[src/rtl/timer_counter_pkg.sv]
// timer_counter shared definitions:
// FSM states, register map, CTRL fields.
package timer_pkg;

  typedef enum logic [1:0] {
    S_IDLE = 2'd0,
    S_LOAD = 2'd1,
    S_CNT  = 2'd2,
    S_INT  = 2'd3
  } state_e;

  localparam logic [1:0] OFF_CTRL   = 2'd0;
  localparam logic [1:0] OFF_PRESET = 2'd1;
  localparam logic [1:0] OFF_COUNT  = 2'd2;
  localparam logic [1:0] OFF_RSVD   = 2'd3;

  localparam int CTRL_EN      = 0;
  localparam int CTRL_MODE_LO = 1;
  localparam int CTRL_MODE_HI = 2;
  localparam int CTRL_IM      = 3;

  localparam logic [1:0] MODE_RELOAD = 2'd1;

endpackage

[src/rtl/timer_counter_if.sv]
// timer_counter bus port:
// word access from the bridge plus irq.
interface timer_counter_if #(
  parameter int WIDTH = 32
);
  logic [1:0]       addr;
  logic             we;
  logic [WIDTH-1:0] wdata;
  logic [WIDTH-1:0] rdata;
  logic             irq;

  modport master (
    output addr, we, wdata,
    input  rdata, irq
  );

  modport slave (
    input  addr, we, wdata,
    output rdata, irq
  );
endinterface

[src/rtl/timer_counter.sv]
// timer_counter: memory-mapped countdown
// timer with one-shot / auto-reload modes.
module timer_counter
  import timer_pkg::*;
#(
  parameter int WIDTH = 32
) (
  input  logic     clk,
  input  logic     reset,
  timer_counter_if.slave bus
);

  state_e r_state;
  state_e w_next;

  logic             r_en;
  logic [1:0]       r_mode;
  logic             r_im;
  logic [WIDTH-1:0] r_preset;
  logic [WIDTH-1:0] r_count;
  logic             r_flag;

  logic w_wr_ctrl;
  logic w_wr_pre;
  logic w_more;
  logic w_reload;
  logic w_load;
  logic w_dec;
  logic w_expire;
  logic w_clr_en;
  logic w_clr_flag;

  logic [WIDTH-1:0] w_ctrl_rd;

  assign w_wr_ctrl = bus.we && (bus.addr == OFF_CTRL);
  assign w_wr_pre  = bus.we && (bus.addr == OFF_PRESET);
  assign w_more    = r_count > WIDTH'(1);
  assign w_reload  = r_mode == MODE_RELOAD;

  // state register
  always_ff @(posedge clk or negedge reset) begin
    if (!reset) r_state <= S_IDLE;
    else        r_state <= w_next;
  end

  // next-state: idle -> load -> count -> int
  always_comb begin
    w_next = r_state;
    unique case (r_state)
      S_IDLE: if (r_en) w_next = S_LOAD;
      S_LOAD: w_next = S_CNT;
      S_CNT: begin
        if (!r_en)       w_next = S_IDLE;
        else if (!w_more) w_next = S_INT;
      end
      S_INT:  w_next = S_IDLE;
      default: w_next = S_IDLE;
    endcase
  end

  // datapath strobes decoded from the state
  always_comb begin
    w_load     = 1'b0;
    w_dec      = 1'b0;
    w_expire   = 1'b0;
    w_clr_en   = 1'b0;
    w_clr_flag = 1'b0;
    unique case (r_state)
      S_LOAD: w_load = 1'b1;
      S_CNT: begin
        if (r_en) begin
          w_dec    = w_more;
          w_expire = !w_more;
        end
      end
      S_INT: begin
        w_clr_flag = w_reload;
        w_clr_en   = !w_reload;
      end
      default: ;
    endcase
  end

  // CTRL: bus write beats the one-shot En clear
  always_ff @(posedge clk or negedge reset) begin
    if (!reset) begin
      r_en   <= 1'b0;
      r_mode <= 2'd0;
      r_im   <= 1'b0;
    end else if (w_wr_ctrl) begin
      r_en   <= bus.wdata[CTRL_EN];
      r_mode <= bus.wdata[CTRL_MODE_HI:CTRL_MODE_LO];
      r_im   <= bus.wdata[CTRL_IM];
    end else if (w_clr_en) begin
      r_en   <= 1'b0;
    end
  end

  // PRESET: only sampled into count at LOAD
  always_ff @(posedge clk or negedge reset) begin
    if (!reset)        r_preset <= '0;
    else if (w_wr_pre) r_preset <= bus.wdata;
  end

  // COUNT: load, decrement, or park at zero
  always_ff @(posedge clk or negedge reset) begin
    if (!reset)        r_count <= '0;
    else if (w_load)   r_count <= r_preset;
    else if (w_dec)    r_count <= r_count - WIDTH'(1);
    else if (w_expire) r_count <= '0;
  end

  // irq flag: any CTRL/PRESET write acks it
  always_ff @(posedge clk or negedge reset) begin
    if (!reset)                    r_flag <= 1'b0;
    else if (w_wr_ctrl || w_wr_pre) r_flag <= 1'b0;
    else if (w_expire)             r_flag <= 1'b1;
    else if (w_clr_flag)           r_flag <= 1'b0;
  end

  // CTRL readback image, upper bits zero
  always_comb begin
    w_ctrl_rd = '0;
    w_ctrl_rd[CTRL_EN] = r_en;
    w_ctrl_rd[CTRL_MODE_HI:CTRL_MODE_LO] = r_mode;
    w_ctrl_rd[CTRL_IM] = r_im;
  end

  // zero-latency read mux
  always_comb begin
    bus.rdata = '0;
    unique case (bus.addr)
      OFF_CTRL:   bus.rdata = w_ctrl_rd;
      OFF_PRESET: bus.rdata = r_preset;
      OFF_COUNT:  bus.rdata = r_count;
      OFF_RSVD:   bus.rdata = '0;
      default:    bus.rdata = '0;
    endcase
  end

  assign bus.irq = r_flag & r_im;

endmodule

[src/flat_wrapper.sv]
// flat-port wrapper written by rule: the top's interface ports become plain ports
module timer_counter_flat import timer_pkg::*;
#(
  parameter int WIDTH = 32
)
  (clk, reset, bus_addr, bus_we, bus_wdata, bus_rdata, bus_irq);
  timer_counter_if #(.WIDTH(WIDTH)) bus_i ();
  input  logic clk;
  input  logic reset;
  input wire logic [$bits(bus_i.addr)-1:0] bus_addr;
  input wire logic [$bits(bus_i.we)-1:0] bus_we;
  input wire logic [$bits(bus_i.wdata)-1:0] bus_wdata;
  output wire logic [$bits(bus_i.rdata)-1:0] bus_rdata;
  output wire logic [$bits(bus_i.irq)-1:0] bus_irq;
  assign bus_i.addr = bus_addr;
  assign bus_i.we = bus_we;
  assign bus_i.wdata = bus_wdata;
  assign bus_rdata = bus_i.rdata;
  assign bus_irq = bus_i.irq;
  timer_counter #(.WIDTH(WIDTH)) u_core (.clk(clk), .reset(reset), .bus(bus_i));
endmodule
[config.mk]
export PLATFORM = sky130hd
export DESIGN_NAME = timer_counter_flat
export DESIGN_NICKNAME = d
export VERILOG_FILES = /design/src/rtl/timer_counter_pkg.sv /design/src/rtl/timer_counter_if.sv /design/src/rtl/timer_counter.sv /design/src/flat_wrapper.sv
export SDC_FILE = /design/constraint.sdc
export NUM_CORES = 1
export LEC_CHECK = 0
export CORE_MARGIN = 1.5
export CORE_UTILIZATION = 48
export CTS_BUF_LIST = sky130_fd_sc_hd__clkbuf_16
export DETAILED_ROUTE_END_ITERATION = 16
export GPL_TIMING_DRIVEN = 0
export HOLD_SLACK_MARGIN = 0.06
export PLACE_DENSITY = 0.84
export SETUP_SLACK_MARGIN = 0.15
export SLEW_MARGIN = 5
export SYNTH_ARGS = -nofsm -noshare
export SYNTH_HDL_FRONTEND = slang
export SYNTH_SLANG_ARGS = --single-unit
[constraint.sdc]
create_clock -name clk -period 3.9 [get_ports clk]
set_input_delay 0.78 -clock clk [delete_from_list [all_inputs] [get_ports clk]]
set_output_delay 0.78 -clock clk [all_outputs]
set_load 0.005 [all_outputs]
==> metrics, run 1 <==
total CTS buffers 9; final net count 505; period utilisation layout 0.939; I/O pin cnt 70; RR Startpoint u_core.r_count[17]; DRT Pass-1 Iters 6; Mapped Cells 386; Hold Path Class in -> async; Worst Clk Skew ~7.4 ps; placed insts 560; power per cell area 659 mW/mm2; GRT met3 Usage 0.0709; EDFF count, synth 0; Tot GR Track Use 0.293; synth-to-layout area growth 28.5%; delay-heaviest family, CP buffers and inverters; Final Hold Viols 0; R2R setup slack 1260 ps; met2 usage in global routing 0.463; Root Driver clkbuf_16; sequential-to-total area share from yosys stat 0.440; RePlAce Congestion 0.976; RSZ-0062 raised after global routing yes; DR vias ~3800; Pleak 2.05 nW; WL per Instance 21.6 um; slowest stage delay, CP 620 ps; core area around 0.0082 mm2; met1 usage 0.382; H-Tree Depth 3; remaining global-route overflow 0; CP Buf/Inv Count 4; Crit path required time ~3100 ps; Synth async-reset ratio 1.00; # diodes 0; main flop type after synthesis dfrtp_1; final non-filler cell total 576; antenna violations before repair 0; instance count on the critical path 6; number of global-route vias before repair 3707; die height 94.7 um; Critical Path Most Common Cell clkdlybuf4s50_1; vias per cell 6.57; clock sink count 71; first-pass GRT wire length 19600 um; Worst Setup End Kind output pin; DR iter-0 viols 401; Starting Density 0.493; Port Buffer Count 68; register bit total from synthesis 71; design area 0.00518 mm2; crit path kind in -> out; clock-pin slew on the worst setup and hold paths 60 ps; critical-path cell list clkdlybuf4s50_1, nor2b_1, clkbuf_1, clkbuf_4, a22o_1, clkdlybuf4s50_1; Register-to-Register Path Depth 7; gr busiest metal met2; clk_lat worst skew 340 ps; Least-Margin Pin Slew 902 ps; YS warnings 0; clock buffer depth 2; CTS tree yes; crit path from bus_addr[0]; outcome complete, no violations; net count after synthesis 425; Tmin final 3660 ps; Worst Path Max Fanout 10; Max-Cap Viols 0; relative slew slack 0.394; Synth cell types 59; startpoint types primary input; die footprint 0.00896 mm2; Final setup viols 0; Max Slew Vio Count 0; Die Wd 94.7 um; DP Wirelength 8340 um; post-route ant nets 0; Post-Synthesis Cell Area between 0.004 and 0.005 mm2; final WL 12500 um; share of cells above drive strength 1 0.170; Post-route DRC 0; CP endpoint bus_rdata[4]; VDD IR max 0.354 mV; worst r2r dst u_core.r_count[13]; area of placed instances 0.00486 mm2; Max Freq between 200 and 300 MHz; Arrival @ worst endpoint between 2000 and 3000 ps; syn avg cell area 10.5 um2; Rows 33; slowest cell on the critical path clkdlybuf4s50_1; largest net degree at the start of global routing 41
==> cells in the mapped netlist (all sizes together), types with 2 or more instances <==
library cell / number / area [um2]
a211o: 2 / 17.5
a211oi: 4 / 30.0
a21oi: 7 / 35.0
a221o: 10 / 100
a22o: 29 / 254
a22oi: 11 / 82.6
a31o: 3 / 26.3
a31oi: 3 / 18.8
a41oi: 2 / 17.5
and2: 6 / 37.5
and3: 3 / 18.8
buf: 9 / 68.8
clkbuf: 20 / 75.1
dfrtp: 71 / 1780
ha: 2 / 25.0
inv: 8 / 30.0
mux2: 35 / 394
mux2i: 4 / 40.0
nand2: 20 / 75.1
nand3: 8 / 40.0
nand4: 14 / 87.6
nor2: 15 / 56.3
nor2b: 3 / 18.8
nor3: 16 / 95.1
nor3b: 2 / 15.0
nor4: 13 / 118
o211ai: 3 / 22.5
o21ai: 22 / 118
o22ai: 2 / 12.5
o31ai: 4 / 35.0
o41ai: 3 / 26.3
or2: 2 / 12.5
or3: 6 / 42.5
or4: 5 / 41.3
xnor2: 5 / 43.8
xor2: 3 / 26.3
==> placed cells by master (no fill, tap or decap), types with 3 or more instances in the layout <==
cell type        count
a211oi_1             4
a21oi_1              7
a221o_1             10
a22o_1              29
a22oi_1             11
a31oi_1              3
and2_1               6
and3_1               3
buf_1                4
buf_6                3
clkbuf_1            15
clkbuf_16            9
clkbuf_4             3
clkdlybuf4s50_1     67
dfrtp_1             71
inv_1                7
mux2_2              35
mux2i_1              4
nand2_1             20
nand3_1              8
nand4_1             14
nor2_1              14
nor2b_1              3
nor3_1              13
nor3_2               3
nor4_1              10
o211ai_1             3
o21ai_0             20
o31ai_1              3
o41ai_1              3
or3_1                5
or4_1                4
xnor2_1              5
xor2_1               3
==> state kept, by name, summed over array words and instances, names as in the netlist <==
register	count
u_core.r_mode	2
u_core.r_preset	32
u_core.r_count	32
u_core.r_im	1
u_core.r_state	2
u_core.r_flag	1
u_core.r_en	1
==> worst register-to-register path, cell delays in order, from the launching register on <==
cell	delay (ps)
dfrtp_1	460
nor4_1	370
and2_1	170
clkbuf_1	360
nand4_1	260
nand2_1	150
clkbuf_1	500
o21ai_0	220
==> power breakdown <==
group,total (mW),switching (mW),internal [mW]
clock,0.825,0.329,0.496
sequential,1.30,0.333,0.972
combinational,1.28,0.675,0.610
==> stage by stage <==
step | hold WS [ps] | TNS [ps] | setup WS [ps] | util | power (mW)
after floorplan | 475 | 0 | 1110 | - | 2.05
after global placement | 509 | -36140 | -409 | 0.593 | 2.50
after detailed placement | 520 | -7530 | -424 | 0.595 | 2.54
after CTS | 390 | 0 | 209 | 0.633 | 3.38
after global routing | 408 | 0 | 139 | 0.634 | 3.60
final | 371 | 0 | 237 | 0.634 | 3.41
==> worst min-delay path by stage <==
stage	start	end	slack, ps
4_1_cts	reset	u_core.r_preset[9]	390
5_1_grt	reset	u_core.r_preset[9]	410
3_5_place_dp	u_core.r_mode[0]	u_core.r_mode[0]	520
6_report	reset	u_core.r_preset[9]	370
3_3_place_gp	u_core.r_preset[15]	u_core.r_count[15]	510
2_1_floorplan	reset	u_core.r_count[0]	480
==> area by class of cell <==
cell class                      count  area [um2]
Tap cell                          105         131
Inverter                            8        30.0
Timing Repair Buffer               69         698
Clock inverter                      7        72.6
Buffer                             29         158
Clock buffer                        9         225
Fill cell                         628        2990
Sequential cell                    71        1780
Multi-Input combinational cell    278        2090
==> layer usage <==
metal  wire, um  up-vias
li1           -     1666
met1       4900     1844
met2       5830      229
met3       1280       48
met4        455        0
met5          0        -
==> logic make-up (layout without fill, tap and decap cells) <==
group | after synthesis | after routing | share of synthesized area
and+or+nand+nor | 120 | 120 | 0.179
adders and majority gates | 2 | 2 | 0.00620
xor gates and xnor gates | 8 | 8 | 0.0174
buffers and inverters | 37 | 122 | 0.0431
DFF | 71 | 71 | 0.440
muxes | 39 | 39 | 0.108
AOI/OAI and AO/OA | 109 | 109 | 0.206
==> repair_timing <==
item                                    CTS  global route
hold buffers                              0             0
pin swaps                                 0             0
endpoints found under the setup margin   30            21
resized for setup                         7             6
cloned                                    0             0
setup buffers                             0             0
No activity file was read; power rests on OpenSTA's default activity.
==> run 2: changes to the inputs <==
ABC_CLOCK_PERIOD_IN_PS = 3900   (was unset)
==> results of run 2 <==
The final DEF is identical to that of run 1; final timing and power are the same.
